### src/rtl/cpu_mem_pkg.sv
// Shared constants for the CPU memory-port arbiter: owner encoding,
// word-address slicing and default parameter values.
package cpu_mem_pkg;

  localparam logic [1:0] OWN_NONE = 2'd0;
  localparam logic [1:0] OWN_I    = 2'd1;
  localparam logic [1:0] OWN_D    = 2'd2;

  // Byte address bits below WORD_LSB select a byte within a 32-bit word.
  localparam int WORD_LSB = 2;

  localparam int DEFAULT_AW         = 8;
  localparam int DEFAULT_STARVE_MAX = 3;

endpackage

### src/rtl/starve_counter.sv
// Saturating up-counter with synchronous clear; clear wins over increment.
module starve_counter #(
  parameter int MAX = 3,
  parameter int CW  = 2
) (
  input  logic          clk,
  input  logic          rst_n,
  input  logic          inc_i,
  input  logic          clr_i,
  output logic [CW-1:0] cnt_o
);

  logic [CW-1:0] cnt_q;
  logic [CW-1:0] cnt_d;

  always_comb begin
    cnt_d = cnt_q;
    if (clr_i) begin
      cnt_d = '0;
    end else if (inc_i && (cnt_q != CW'(MAX))) begin
      cnt_d = cnt_q + CW'(1);
    end
  end

  always_ff @(posedge clk or negedge rst_n) begin
    if (!rst_n) begin
      cnt_q <= '0;
    end else begin
      cnt_q <= cnt_d;
    end
  end

  assign cnt_o = cnt_q;

endmodule

### src/rtl/mem_port_arbiter.sv
// Shares one single-port synchronous memory between fetch and load/store ports.
// Data wins contention unless fetch has been denied STARVE_MAX cycles in a row.
module mem_port_arbiter
  import cpu_mem_pkg::*;
#(
  parameter int AW         = DEFAULT_AW,
  parameter int STARVE_MAX = DEFAULT_STARVE_MAX
) (
  input  logic          clk,
  input  logic          rst_n,
  input  logic          i_req,
  input  logic [31:0]   i_addr,
  output logic          i_gnt,
  output logic          i_rvalid,
  output logic [31:0]   i_rdata,
  input  logic          d_req,
  input  logic          d_we,
  input  logic [31:0]   d_addr,
  input  logic [31:0]   d_wdata,
  input  logic [3:0]    d_wstrb,
  output logic          d_gnt,
  output logic          d_rvalid,
  output logic [31:0]   d_rdata,
  output logic [AW-1:0] mem_addr,
  output logic          mem_en,
  output logic          mem_we,
  output logic [3:0]    mem_wstrb,
  output logic [31:0]   mem_wdata,
  input  logic [31:0]   mem_rdata
);

  localparam int CW = (STARVE_MAX < 1) ? 1 : $clog2(STARVE_MAX + 1);

  logic [CW-1:0] starve_cnt;
  logic          force_i;
  logic [1:0]    owner_q;
  logic [1:0]    owner_d;

  starve_counter #(
    .MAX (STARVE_MAX),
    .CW  (CW)
  ) u_starve (
    .clk   (clk),
    .rst_n (rst_n),
    .inc_i (i_req & ~i_gnt),
    .clr_i (~i_req | i_gnt),
    .cnt_o (starve_cnt)
  );

  assign force_i = (starve_cnt >= CW'(STARVE_MAX));

  // Fetch wins when alone or when starved; data takes everything else.
  assign i_gnt = i_req & (~d_req | force_i);
  assign d_gnt = d_req & ~(i_req & force_i);

  always_comb begin
    mem_addr = '0;
    if (i_gnt) begin
      mem_addr = i_addr[AW+WORD_LSB-1:WORD_LSB];
    end else if (d_gnt) begin
      mem_addr = d_addr[AW+WORD_LSB-1:WORD_LSB];
    end
  end

  assign mem_en    = i_gnt | d_gnt;
  assign mem_we    = d_gnt & d_we;
  assign mem_wstrb = mem_we ? d_wstrb : 4'b0000;
  assign mem_wdata = d_wdata;

  // Remember who issued the read so the returning word goes to the right port.
  always_comb begin
    owner_d = OWN_NONE;
    if (i_gnt) begin
      owner_d = OWN_I;
    end else if (d_gnt && !d_we) begin
      owner_d = OWN_D;
    end
  end

  always_ff @(posedge clk or negedge rst_n) begin
    if (!rst_n) begin
      owner_q <= OWN_NONE;
    end else begin
      owner_q <= owner_d;
    end
  end

  assign i_rvalid = (owner_q == OWN_I);
  assign d_rvalid = (owner_q == OWN_D);
  assign i_rdata  = mem_rdata;
  assign d_rdata  = mem_rdata;

  logic unused_addr_bits;
  assign unused_addr_bits = ^{i_addr[31:AW+WORD_LSB], i_addr[WORD_LSB-1:0],
                              d_addr[31:AW+WORD_LSB], d_addr[WORD_LSB-1:0]};

endmodule

### config.mk
export PLATFORM = sky130hd
export DESIGN_NAME = mem_port_arbiter
export DESIGN_NICKNAME = d
export VERILOG_FILES = /design/src/rtl/cpu_mem_pkg.sv /design/src/rtl/starve_counter.sv /design/src/rtl/mem_port_arbiter.sv
export SDC_FILE = /design/constraint.sdc
export NUM_CORES = 1
export LEC_CHECK = 0
export ABC_CLOCK_PERIOD_IN_PS = 3900
export CAP_MARGIN = 0
export CORE_AREA = 2 2 98 100
export CTS_CLUSTER_SIZE = 30
export DETAILED_ROUTE_END_ITERATION = 16
export DIE_AREA = 0 0 100 102
export SYNTH_ARGS = -nofsm -noshare
export SYNTH_HDL_FRONTEND = slang
export SYNTH_SLANG_ARGS = --single-unit
export TNS_END_PERCENT = 10
### constraint.sdc
create_clock -name clk -period 3.9 [get_ports clk]
set_input_delay 0.78 -clock clk [delete_from_list [all_inputs] [get_ports clk]]
set_output_delay 0.78 -clock clk [all_outputs]
set_load 0.05 [all_outputs]
==> impl_results.md, run 1 <==
* Status: finished clean
* Capturing point of the worst reg2reg path: u_starve.cnt_o[0]
* Setup CP Type: input pin to output pin
* Synth top cells by count: 96 x buf_4, 8 x a32o_2, 4 x and4_2, 4 x dfrtp_1, 3 x nor2b_1
* Max-Cap Viols at 0
* Max VDD drop at 0.0993 mV
* Worst Hold Class: flop to flop
* Post-synthesis compound-gate area fraction at 10.2%
* RSZ-0062 raised after global routing: no
* Core ar. at 9110 sq um
* Area leader, netlist: buf_4
* Setup-failing EPs final at 0
* Final WS setup at 502 ps
* Tmin final at 3400 ps
* Total wire length at 1.95 mm
* Worst setup path end: d_gnt
* IO Count at 251
* Fin nets at 215
* Area grow syn2layout at -13.3%
* Crit path max-delay cell type: clkdlybuf4s50_1
* Worst-path cell chain: clkdlybuf4s50_1 > a21boi_4 > clkdlybuf4s50_1
* Vias in the first global route at 567
* Final hold violation count at 0
* PortBufs at 42
* Crit path depth at 3
* Synthesis Warnings at 0
* Post-Syn Area per Cell at 8.45 sq um
* Worst slack at placement at 484 ps
* FMAX at 294 MHz
* Ratio of cells with drive above 1 in the final layout at 37.3%
* Commonest register cell after synthesis: dfrtp_1
* Post-synthesis mux area share at 0%
* Diode count at 0
* Final ANT Viol Nets at 0
* CP Max Fanout at 10
* EDFF count, synth at 0
* TNS Setup at 0 ps
* Area share of the largest cell type after synthesis at 67.7%
* R2R Path Start: u_starve.cnt_o[0]
* Synthesized-area fraction occupied by and/or/nand/nor cells at 9.99%
* Setup repair bufs after CTS at 0
* Die area at 10200 sq um
* Worst reg-to-reg path cell count at 4
* Global-route wire length before repair at 2.86 mm
* Die Wd at 100 microns
* Hold_buf cts at 0
* Via Count at 507
* Worst Hold Slack at 444 ps
* Layout Skew at 1.51 ps
* GRT Util Overall at 3.52%
* CTS tree: done
* Worst skew pair latency at 210 ps
* Crit path DAT at 2620 ps
* Cell mode on critical path: clkdlybuf4s50_1
* Slew headroom at 66.6%
* Initial DRC count at 15
* Async S/R FF share, synth at 100%
* Placed cells at 183
* Worst-path clk slew at 30 ps
* Grt total ovfl at 0
* FP Rows at 35
* Crit-path leading delay family: buffers and inverters
* Post-Syn Area at 1060 sq um
* Top cells by area, synth: buf_4 68%, dfrtp_1 9.4%, a32o_2 8.5%, and4_2 3.8%, a21boi_4 1.8%
* Antenna violations before repair at 0
* Leakage power at 0.371 nW
* Post-Syn Nets at 264
* Non-Filler Instances at 186
* Placed cell area at 882 sq um
* Initial Utilization at 11.7%
* XOR/XNOR Fraction of Synth Area at 0%
* Crit start category: input pin
* Share of the yosys chip area belonging to registers at 9.40%
* R2r setup slk at 2640 ps
* Sink Count at 4
* Main combinational cell family by area after synthesis: buffers and inverters
* CP startpoint: d_req
* Largest net degree at the start of global routing at 12
* DR vias/cell at 2.73
* Cts repair resizes at 0
* Die Y at 102 microns
* Pins Over Slew Limit at 0
* Clk buf depth at 2
* Gp weighted congestion at 0.673
* Cell Pwr Density at 258 nW/um^2
* Post-route clock period utilization at 87.1%
* Register bit total from synthesis at 4
* Adder-Cell Fraction of Synth Area at 1.18%
* CTS Buf Count at 3
* DR pass1 iterations at 4
* # H-tree levels at 1
* Remaining DRCs at 0
* Req. time, crit path at 3120 ps
* Most common cell in the synthesized netlist: buf_4
* Post-synthesis cell count at 126
* CTS root buf: clkbuf_8
* Crit end category: output pin
* Routed len/inst at 10.5 microns
* Post-Layout Inst Area at 923 sq um
* CP max stage delay at 870 ps
* Synth unique cells at 16
* Buf/Inv on CP at 2
* Worst-Margin Slew at 500 ps
[power by group]
part           internal (mW)  total [mW]  switching (mW)
Combinational         0.0489       0.109          0.0596
Clock                 0.0656      0.0845          0.0190
Sequential            0.0438      0.0448        0.000949
[through the flow]
step	power [mW]	util, %
after floorplan	0.371	-
after global placement	0.154	9.68
after detailed placement	0.154	9.68
after CTS	0.242	10.1
after global routing	0.252	10.1
final	0.238	10.1
[state kept, by name (all words and copies together) (netlist names)]
name and cells:
u_starve.cnt_o 2, owner_q 2
[how the worst min path moves through the flow]
stage / from / end / cells after the start / slack [ps]
after global routing: u_starve.cnt_o[0] / u_starve.cnt_o[0] / 1 / 490
after floorplan: u_starve.cnt_o[0] / u_starve.cnt_o[0] / 1 / 410
after CTS: u_starve.cnt_o[0] / u_starve.cnt_o[0] / 1 / 450
after detailed placement: u_starve.cnt_o[0] / u_starve.cnt_o[0] / 1 / 440
final: u_starve.cnt_o[0] / u_starve.cnt_o[0] / 1 / 440
after global placement: u_starve.cnt_o[0] / u_starve.cnt_o[0] / 1 / 440
[cell type report]
cell class / instances / area, sq um
multi-input combinational: 24 / 228
tap: 111 / 139
clock buffer: 3 / 41.3
sequential: 4 / 100
fill: 1055 / 8190
timing repair buffer: 44 / 415
[placed cells by master, fill, tap and decap left out, drive strengths merged]
cell / instances
nor2b: 3
dfrtp: 4
nor3b: 1
and2: 1
a32o: 8
or2: 1
clkdlybuf4s50: 34
clkbuf: 3
a21boi: 1
ha: 1
and4b: 1
nand2b: 1
buf: 10
nand2: 1
and4: 4
and3: 1
[routing by layer]
layer  track usage, %  vias up  wire length (microns)
met5                0        -                      0
met4             5.69        0                    246
met3             1.78       43                    307
met2             5.25       39                    865
met1             2.67      209                    528
li1                 -      216                      -
[cells by family after synthesis]
logic type	Yosys count
buffers and inverters	98
and+or+nand+nor	14
AOI/OAI and AO/OA	9
DFF	4
adders and majority gates	1
(Power assumes the default switching activity.)
==> run 2, diff against run 1 <==
Settings changed: ABC_CLOCK_PERIOD_IN_PS 3900 to 3150, SETUP_SLACK_MARGIN from default to 0.2.
Clock period 3.9 ns to 3.15 ns, I/O delays scaled along.
==> run 2 against run 1 <==
- via count rose by 2.4%
- die area did not move
- power rose by 39%
- count of clock-buffer cells in the layout did not move
- highest routed layer unchanged
- sequential share of layout area fell by 1.5 points
- clock skew barely moved
- sequential cell count did not move
- register-to-register slack got worse by 900 ps
- largest cell class unchanged
- routed wire length rose by 5.8%
- critical path depth rose by 1
- first-iteration DRC count fell by 60%
- non-clock buffer count fell by 1
==> impl_results.md, run 2 (same netlist as run 1, synthesis figures left out) <==
* Status: finished clean
* Grt total ovfl at 0
* DR pass1 iterations at 2
* Initial Utilization at 11.7%
* Post-route clock period utilization at 84.4%
* Setup-failing EPs final at 0
* Diode count at 0
* Ratio of cells with drive above 1 in the final layout at 47.3%
* Pins Over Slew Limit at 0
* Setup repair bufs after CTS at 0
* Slew headroom at 67.2%
* Crit path max-delay cell type: clkdlybuf4s50_1
* Die Y at 102 microns
* PortBufs at 42
* Final ANT Viol Nets at 0
* Met1 Track Usage GR at 3.08%
* Gp weighted congestion at 0.684
* Sink Count at 4
* Worst Hold Slack at 457 ps
* Die Wd at 100 microns
* Initial DRC count at 6
* Crit start category: input pin
* GRT Util Overall at 3.85%
* Met2 Use GR at 5.93%
* Hold_buf cts at 0
* FP Rows at 35
* Via Count at 519
* Die area at 10200 sq um
* Worst slack at placement at 479 ps
* Top Usage Layer GRT: met4
* Routed len/inst at 11.1 microns
* Worst-Margin Slew at 491 ps
* DR vias/cell at 2.81
* Most frequent cells in the layout: 26 x clkdlybuf4s50_1, 14 x buf_12, 8 x a32o_2
* Vias in the first global route at 608
* CP max stage delay at 600 ps
* CTS root buf: clkbuf_8
* RSZ-0062 raised after global routing: no
* TNS Setup at 0 ps
* Worst-path clk slew at 30 ps
* Layout filler cell count at 1039
* Leakage power at 0.430 nW
* Clk buf depth at 2
* Fin nets at 214
* Total wire length at 2.06 mm
* Req. time, crit path at 2520 ps
* Max VDD drop at 0.0797 mV
* Core ar. at 9110 sq um
* CTS Buf Count at 3
* CTS tree: done
* Worst-path cell chain: clkdlybuf4s50_1 > nand2b_1 > a32o_2 > buf_12
* Worst Hold Class: flop to flop
* # H-tree levels at 1
* Setup CP Type: input pin to output pin
* Largest net degree at the start of global routing at 12
* Final HPWL DP at 1.69 mm
* Tmin final at 2660 ps
* Final hold violation count at 0
* Non-Filler Instances at 185
* Area grow syn2layout at 0.588%
* Remaining DRCs at 0
* FMAX at 376 MHz
* Layout Skew at 1.77 ps
* Cts repair resizes at 0
* Max-Cap Viols at 0
* Tot Pwr at 0.330 mW
* IO Count at 251
* Placed cells at 182
* Antenna violations before repair at 0
* Cell Pwr Density at 308 nW/um^2
* Routing usage on met3 at 1.57%
* Final WS setup at 491 ps
* Crit path DAT at 2030 ps
* CP Max Fanout at 10
* Worst skew pair latency at 220 ps
* Crit end category: output pin
* Most common cell after layout, fill and taps aside: clkdlybuf4s50_1
* Global-route wire length before repair at 3.15 mm
## run 2: cell types whose count changed in the layout (fill, tap and decap cells not counted)
cell,change
buf_12,+14
clkdlybuf4s50_1,-8
buf_4,-7
## run 2: metrics by stage
step           cell area (sq um)  util (%)
2_1_floorplan               1060         -
3_3_place_gp                1030      11.3
3_5_place_dp                1030      11.3
4_1_cts                     1070      11.8
5_1_grt                     1070      11.8
6_report                    1070      11.8
## run 2: path summary, 6_finish.rpt
check,start,endpoint,slack [ps],cells past startpoint
worst max-delay path,d_req,mem_addr[6],490,4
worst min-delay path,u_starve.cnt_o[0],u_starve.cnt_o[0],460,1
worst max register to register,u_starve.cnt_o[0],owner_q[0],1740,3
worst min register to register,u_starve.cnt_o[0],u_starve.cnt_o[0],460,1
max in group asynchronous,rst_n,u_starve.cnt_o[0],2360,1
min in group asynchronous,rst_n,owner_q[1],620,1
## run 2: critical path, delay by kind of cell
kind            cells  cell delay [ps]
buf+inv             2              750
compound gates      1              370
simple gates        1              280
## run 2: layout make-up
cell class | count | area (sq um) | share of cell area (%)
Sequential cell | 4 | 100 | 9.35
Timing Repair Buffer | 43 | 563 | 52.6
Tap cell | 111 | 139 | 13.0
Clock buffer | 3 | 41.3 | 3.86
Multi-Input combinational cell | 24 | 228 | 21.3
## run 2: per-layer routing
metal,vias up,share of wire [%]
met3,43,15
li1,215,-
met4,0,12
met1,221,29
met2,40,43
met5,-,0
## run 2: power breakdown
part	switching [mW]	leakage [nW]	internal, mW
clock	0.0260	0.0216	0.0814
sequential	0.00121	0.0526	0.0543
combinational	0.0811	0.356	0.0863
